--- src/rtl/jtopl_wrseq.sv ---
// Host-side write sequencer for jtopl: queues (reg, val) commands and replays each one
// as an address stroke then a data stroke, with settling waits, while polling status when idle.
module jtopl_wrseq #(
    parameter int FIFO_AW   = 2,
    parameter int STB_TICKS = 2,
    parameter int ADDR_WAIT = 12,
    parameter int DATA_WAIT = 84
) (
    input  logic       clk,
    input  logic       rst,
    input  logic       cen,
    input  logic       cmd_valid,
    output logic       cmd_ready,
    input  logic [7:0] cmd_reg,
    input  logic [7:0] cmd_val,
    output logic [7:0] opl_din,
    output logic       opl_addr,
    output logic       opl_cs_n,
    output logic       opl_wr_n,
    input  logic [7:0] opl_dout,
    output logic [7:0] status,
    output logic       busy
);
    localparam int DEPTH = 1 << FIFO_AW;
    localparam logic [FIFO_AW:0] FULL_CNT = (FIFO_AW+1)'(DEPTH);
    localparam logic [7:0] STB_LD  = 8'(STB_TICKS - 1);
    localparam logic [7:0] AWT_LD  = 8'(ADDR_WAIT - 1);
    localparam logic [7:0] DWT_LD  = 8'(DATA_WAIT - 1);

    typedef enum logic [2:0] {IDLE, ASTB, AWAIT, DSTB, DWAIT} state_t;

    state_t state, state_nxt;
    logic [7:0] cnt, cnt_nxt;
    logic [7:0] din_nxt;
    logic       addr_nxt, cs_n_nxt, wr_n_nxt;
    logic [7:0] val_q;

    logic [7:0]         fifo_reg [DEPTH];
    logic [7:0]         fifo_val [DEPTH];
    logic [FIFO_AW-1:0] wr_ptr, rd_ptr;
    logic [FIFO_AW:0]   count;
    logic               push, pop, not_empty;

    assign not_empty = (count != '0);
    assign cmd_ready = (count != FULL_CNT);
    assign push      = cmd_valid && cmd_ready;
    assign pop       = cen && (state == IDLE) && not_empty;
    assign busy      = (state != IDLE) || not_empty;

    always_ff @(posedge clk) begin
        if (rst) begin
            wr_ptr <= '0;
            rd_ptr <= '0;
            count  <= '0;
        end else begin
            if (push) begin
                fifo_reg[wr_ptr] <= cmd_reg;
                fifo_val[wr_ptr] <= cmd_val;
                wr_ptr           <= wr_ptr + 1'b1;
            end
            if (pop)
                rd_ptr <= rd_ptr + 1'b1;
            case ({push, pop})
                2'b10:   count <= count + 1'b1;
                2'b01:   count <= count - 1'b1;
                default: count <= count;
            endcase
        end
    end

    // State and all bus outputs are registered; nothing moves without cen.
    always_ff @(posedge clk) begin
        if (rst) begin
            state    <= IDLE;
            cnt      <= '0;
            opl_din  <= '0;
            opl_addr <= 1'b0;
            opl_cs_n <= 1'b0;
            opl_wr_n <= 1'b1;
            status   <= '0;
            val_q    <= '0;
        end else if (cen) begin
            state    <= state_nxt;
            cnt      <= cnt_nxt;
            opl_din  <= din_nxt;
            opl_addr <= addr_nxt;
            opl_cs_n <= cs_n_nxt;
            opl_wr_n <= wr_n_nxt;
            if (state == IDLE)
                status <= opl_dout;
            if (pop)
                val_q <= fifo_val[rd_ptr];
        end
    end

    always_comb begin
        state_nxt = state;
        case (state)
            IDLE:    if (not_empty)  state_nxt = ASTB;
            ASTB:    if (cnt == '0)  state_nxt = AWAIT;
            AWAIT:   if (cnt == '0)  state_nxt = DSTB;
            DSTB:    if (cnt == '0)  state_nxt = DWAIT;
            DWAIT:   if (cnt == '0)  state_nxt = IDLE;
            default: state_nxt = IDLE;
        endcase
    end

    // Next values of the registered bus pins and the tick counter.
    always_comb begin
        din_nxt  = opl_din;
        addr_nxt = opl_addr;
        cs_n_nxt = opl_cs_n;
        wr_n_nxt = opl_wr_n;
        cnt_nxt  = (cnt == '0) ? cnt : cnt - 8'd1;
        case (state)
            IDLE: begin
                addr_nxt = 1'b0;
                cs_n_nxt = 1'b0;
                wr_n_nxt = 1'b1;
                if (not_empty) begin
                    din_nxt  = fifo_reg[rd_ptr];
                    wr_n_nxt = 1'b0;
                    cnt_nxt  = STB_LD;
                end
            end
            ASTB: if (cnt == '0) begin
                cs_n_nxt = 1'b1;
                wr_n_nxt = 1'b1;
                cnt_nxt  = AWT_LD;
            end
            AWAIT: if (cnt == '0) begin
                din_nxt  = val_q;
                addr_nxt = 1'b1;
                cs_n_nxt = 1'b0;
                wr_n_nxt = 1'b0;
                cnt_nxt  = STB_LD;
            end
            DSTB: if (cnt == '0) begin
                cs_n_nxt = 1'b1;
                wr_n_nxt = 1'b1;
                cnt_nxt  = DWT_LD;
            end
            DWAIT: if (cnt == '0) begin
                addr_nxt = 1'b0;
                cs_n_nxt = 1'b0;
                wr_n_nxt = 1'b1;
            end
            default: ;
        endcase
    end
endmodule

--- config.mk ---
export PLATFORM = sky130hd
export DESIGN_NAME = jtopl_wrseq
export DESIGN_NICKNAME = d
export VERILOG_FILES = /design/src/rtl/jtopl_wrseq.sv
export SDC_FILE = /design/constraint.sdc
export NUM_CORES = 1
export LEC_CHECK = 0
export ABC_AREA = 1
export BUFFER_PORTS_ARGS = -buffer_cell sky130_fd_sc_hd__buf_2
export CAP_MARGIN = 20
export CORE_MARGIN = 5
export CORE_UTILIZATION = 25
export CTS_CLUSTER_SIZE = 8
export DETAILED_ROUTE_END_ITERATION = 16
export PLACE_DENSITY = 0.38
export SYNTH_ARGS = -nofsm -noshare
export SYNTH_HDL_FRONTEND = slang
export SYNTH_SLANG_ARGS = --single-unit
--- constraint.sdc ---
create_clock -name clk -period 4.3 [get_ports clk]
set_input_delay 0.86 -clock clk [delete_from_list [all_inputs] [get_ports clk]]
set_output_delay 0.86 -clock clk [all_outputs]
set_load 0.01 [all_outputs]
==> metrics.cfg <==
[timing]
fin_setup_tns_ns = 0
max_freq_mhz = 411.8
hold_violations = 0
finalSetupViolCount = 0
min_period_ns = 2.429
holdWs_ns = 0.4593
finalMaxSlewViolations = 0
finalCritPeriodShare_pct = 56.48
slew_headroom_pct = 52.69
tightestPinTransition_ns = 0.7087
fin_skew_ns = 0.01120
rsz0062_at_grt = false

[clock_network]
htreeDepth = 3
cts_tree = built
cts.sinks = 111
cts_resized = 0
root_buffer = clkbuf_16
clkTransAtPathRegs_ns = 0.07
numCtsBuffers = 9
clk_latency_ns = 0.35
cts.path.max_buffers = 2
holdBufCountCts = 0
post_cts_buffers = 0

[finish]
layout_commonest_cell = nor2_1
fillers = 1965
final_cell_mix = nor2_1 (96), nand2_1 (86), edfxtp_1 (64)
multi_input_area_um2 = 1559
area_growth_pct = 15.76
drive_above_1_share_pct = 15.05
antenna_cells = 0
seq_area_um2 = 2863
nets = 589

[setup_path]
required_ns = 4.54
path_class = in2reg
slowest_delay_ns = 0.37
critPathBufInv = 3
startpoint_type = input pin
crit_cells = 10
worstPathCellList = buf_2, nand3_2, clkinv_2, ha_1, inv_1, fa_1, a21oi_1, o21ai_0, o21ai_0, a21oi_1
worstPathMaxFanout = 25
rrSetupSlack_ns = 1.87
critical-path-top-delay-family = buffers and inverters
reg2reg_depth = 12
cp.arrival_ns = 2.67
critPathSlowestCell = fa_1
endpoint_kind = flip-flop

[grt]
grt-ovfl-total = 0
grt_pass1_vias = 3452
track_usage_pct = 10.80
antenna_found_initial = 0
grt_pass1_wl_um = 18290
grt_max_degree = 31

[placement]
dp_hpwl_um = 7501
portBuffers = 48
place_congestion = 0.7496

[synthesis]
syn_nets = 544
ys_seq_area_share_pct = 60.71
synth.distinct_cells = 31
synth_area_leaders = edfxtp_1 (41%), dfxtp_1 (20%), nor2_1 (7.6%)
yosysWarnings = 0
synth_area_um2 = 4716
synth_top_area_share_pct = 40.75
synth_top_area_cell = edfxtp_1
synth_cells = 508
ys_seq_elements = 111
postSynthAreaPerCell_um2 = 9.283

[hold_path]
min_path_cells = 2
holdCritPathClass = reg2reg

[pwr]
internal-power_mw = 2.120
pwr-share-clk_pct = 23.0
p_per_area_nw_per_um2 = 632.1
switching_share_pct = 38.55
seq_power_share_pct = 42.5
ir_drop_mv = 0.2525
power_frac_comb_pct = 34.5
p_leak_nw = 2.192
switching_power_mw = 1.330

[detailed_routing]
dr_total_vias = 3414
routedWlPerCell_um = 14.03
drc = 0
vias_per_cell = 4.311
ant_nets = 0
drtIter0Drc = 129
drt_pass1_iterations = 4
routed_wl_um = 11110

[floorplan]
core_um2 = 18640
rows = 50
ioPinCount = 49
dieArea_um2 = 21710
initial_utilization_pct = 25.30
chipHeight_um = 147.3
die_w_um = 147.3

[run]
max_cap_viol_count = 0

[outcome]
status = finished clean

## cell type report
class / count / share of cell area, %
Timing Repair Buffer: 53 / 5.088
Clock inverter: 4 / 0.5042
Inverter: 51 / 3.530
Sequential cell: 111 / 52.44
Multi-Input combinational cell: 327 / 28.56
Clock buffer: 12 / 4.515
Tap cell: 234 / 5.363
## metal layers
metal | vias up | track usage (%) | wire (um)
met1 | 1589 | 13.33 | 5240
met2 | 53 | 18.41 | 5315
li1 | 1763 | - | -
met4 | 0 | 2.377 | 110
met3 | 9 | 3.609 | 443
met5 | - | 0 | 0
## power groups by stage
stage                     Sequential (mW)  Clock, mW  Combinational, mW
after floorplan                      1.45          0              0.931
after global placement               1.50          0               1.21
after detailed placement             1.50          0               1.21
after CTS                            1.47      0.827               1.22
after global routing                 1.50      0.875               1.40
final                                1.47      0.795               1.19
## worst paths after layout
kind | startpoint | endpoint
hold reg to reg | status[4]$_SDFFE_PP0P_ | status[4]$_SDFFE_PP0P_
hold / removal | status[4]$_SDFFE_PP0P_ | status[4]$_SDFFE_PP0P_
setup reg to reg | state[0]$_SDFFE_PP0P_ | count[2]$_SDFFE_PP0P_
setup / recovery | cen | count[2]$_SDFFE_PP0P_
## metrics by stage
stage          area, um^2  power (mW)  util [%]  setup slack, ns  cells
3_5_place_dp         5185       2.708     27.81            1.475    776
2_1_floorplan        4716       2.378         -            1.902    508
3_3_place_gp         5185       2.710     27.81            1.485    776
6_report             5459       3.450     29.28            1.871    792
5_1_grt              5459       3.770     29.28            1.595    792
4_1_cts              5459       3.517     29.28            1.855    792
## worst reg2reg max path: cells and delay by family, from the launching register on
family,cells,cell delay (ns)
AOI/OAI and AO/OA,4,0.45
DFF,1,0.37
and+or+nand+nor,3,0.49
adders and majority gates,2,0.55
buffers and inverters,3,0.44
## logic make-up (layout without fill, tap and decap cells)
logic type,Yosys count,after routing,share of synthesized area [%]
AO/OA/AOI/OAI,98,98,10.80
adder cells (fa/ha/maj),8,8,2.282
AND/OR/NAND/NOR,219,219,19.61
flip-flops,111,111,60.71
buffers and inverters,70,120,6.235
XOR/XNOR,2,2,0.3715
## synthesized netlist by cell type, drive strengths merged
cell type,count
fa,1
nand4,1
buf,10
inv,49
o21bai,1
dfxtp,47
ha,7
a31oi,9
o21ai,63
nand2,90
nor2,100
nor4,1
a21oi,23
o21a,1
nor3,4
xor2,2
clkinv,2
o211ai,1
clkbuf,9
edfxtp,64
nand3,23
No activity file was read; power rests on OpenSTA's default activity.
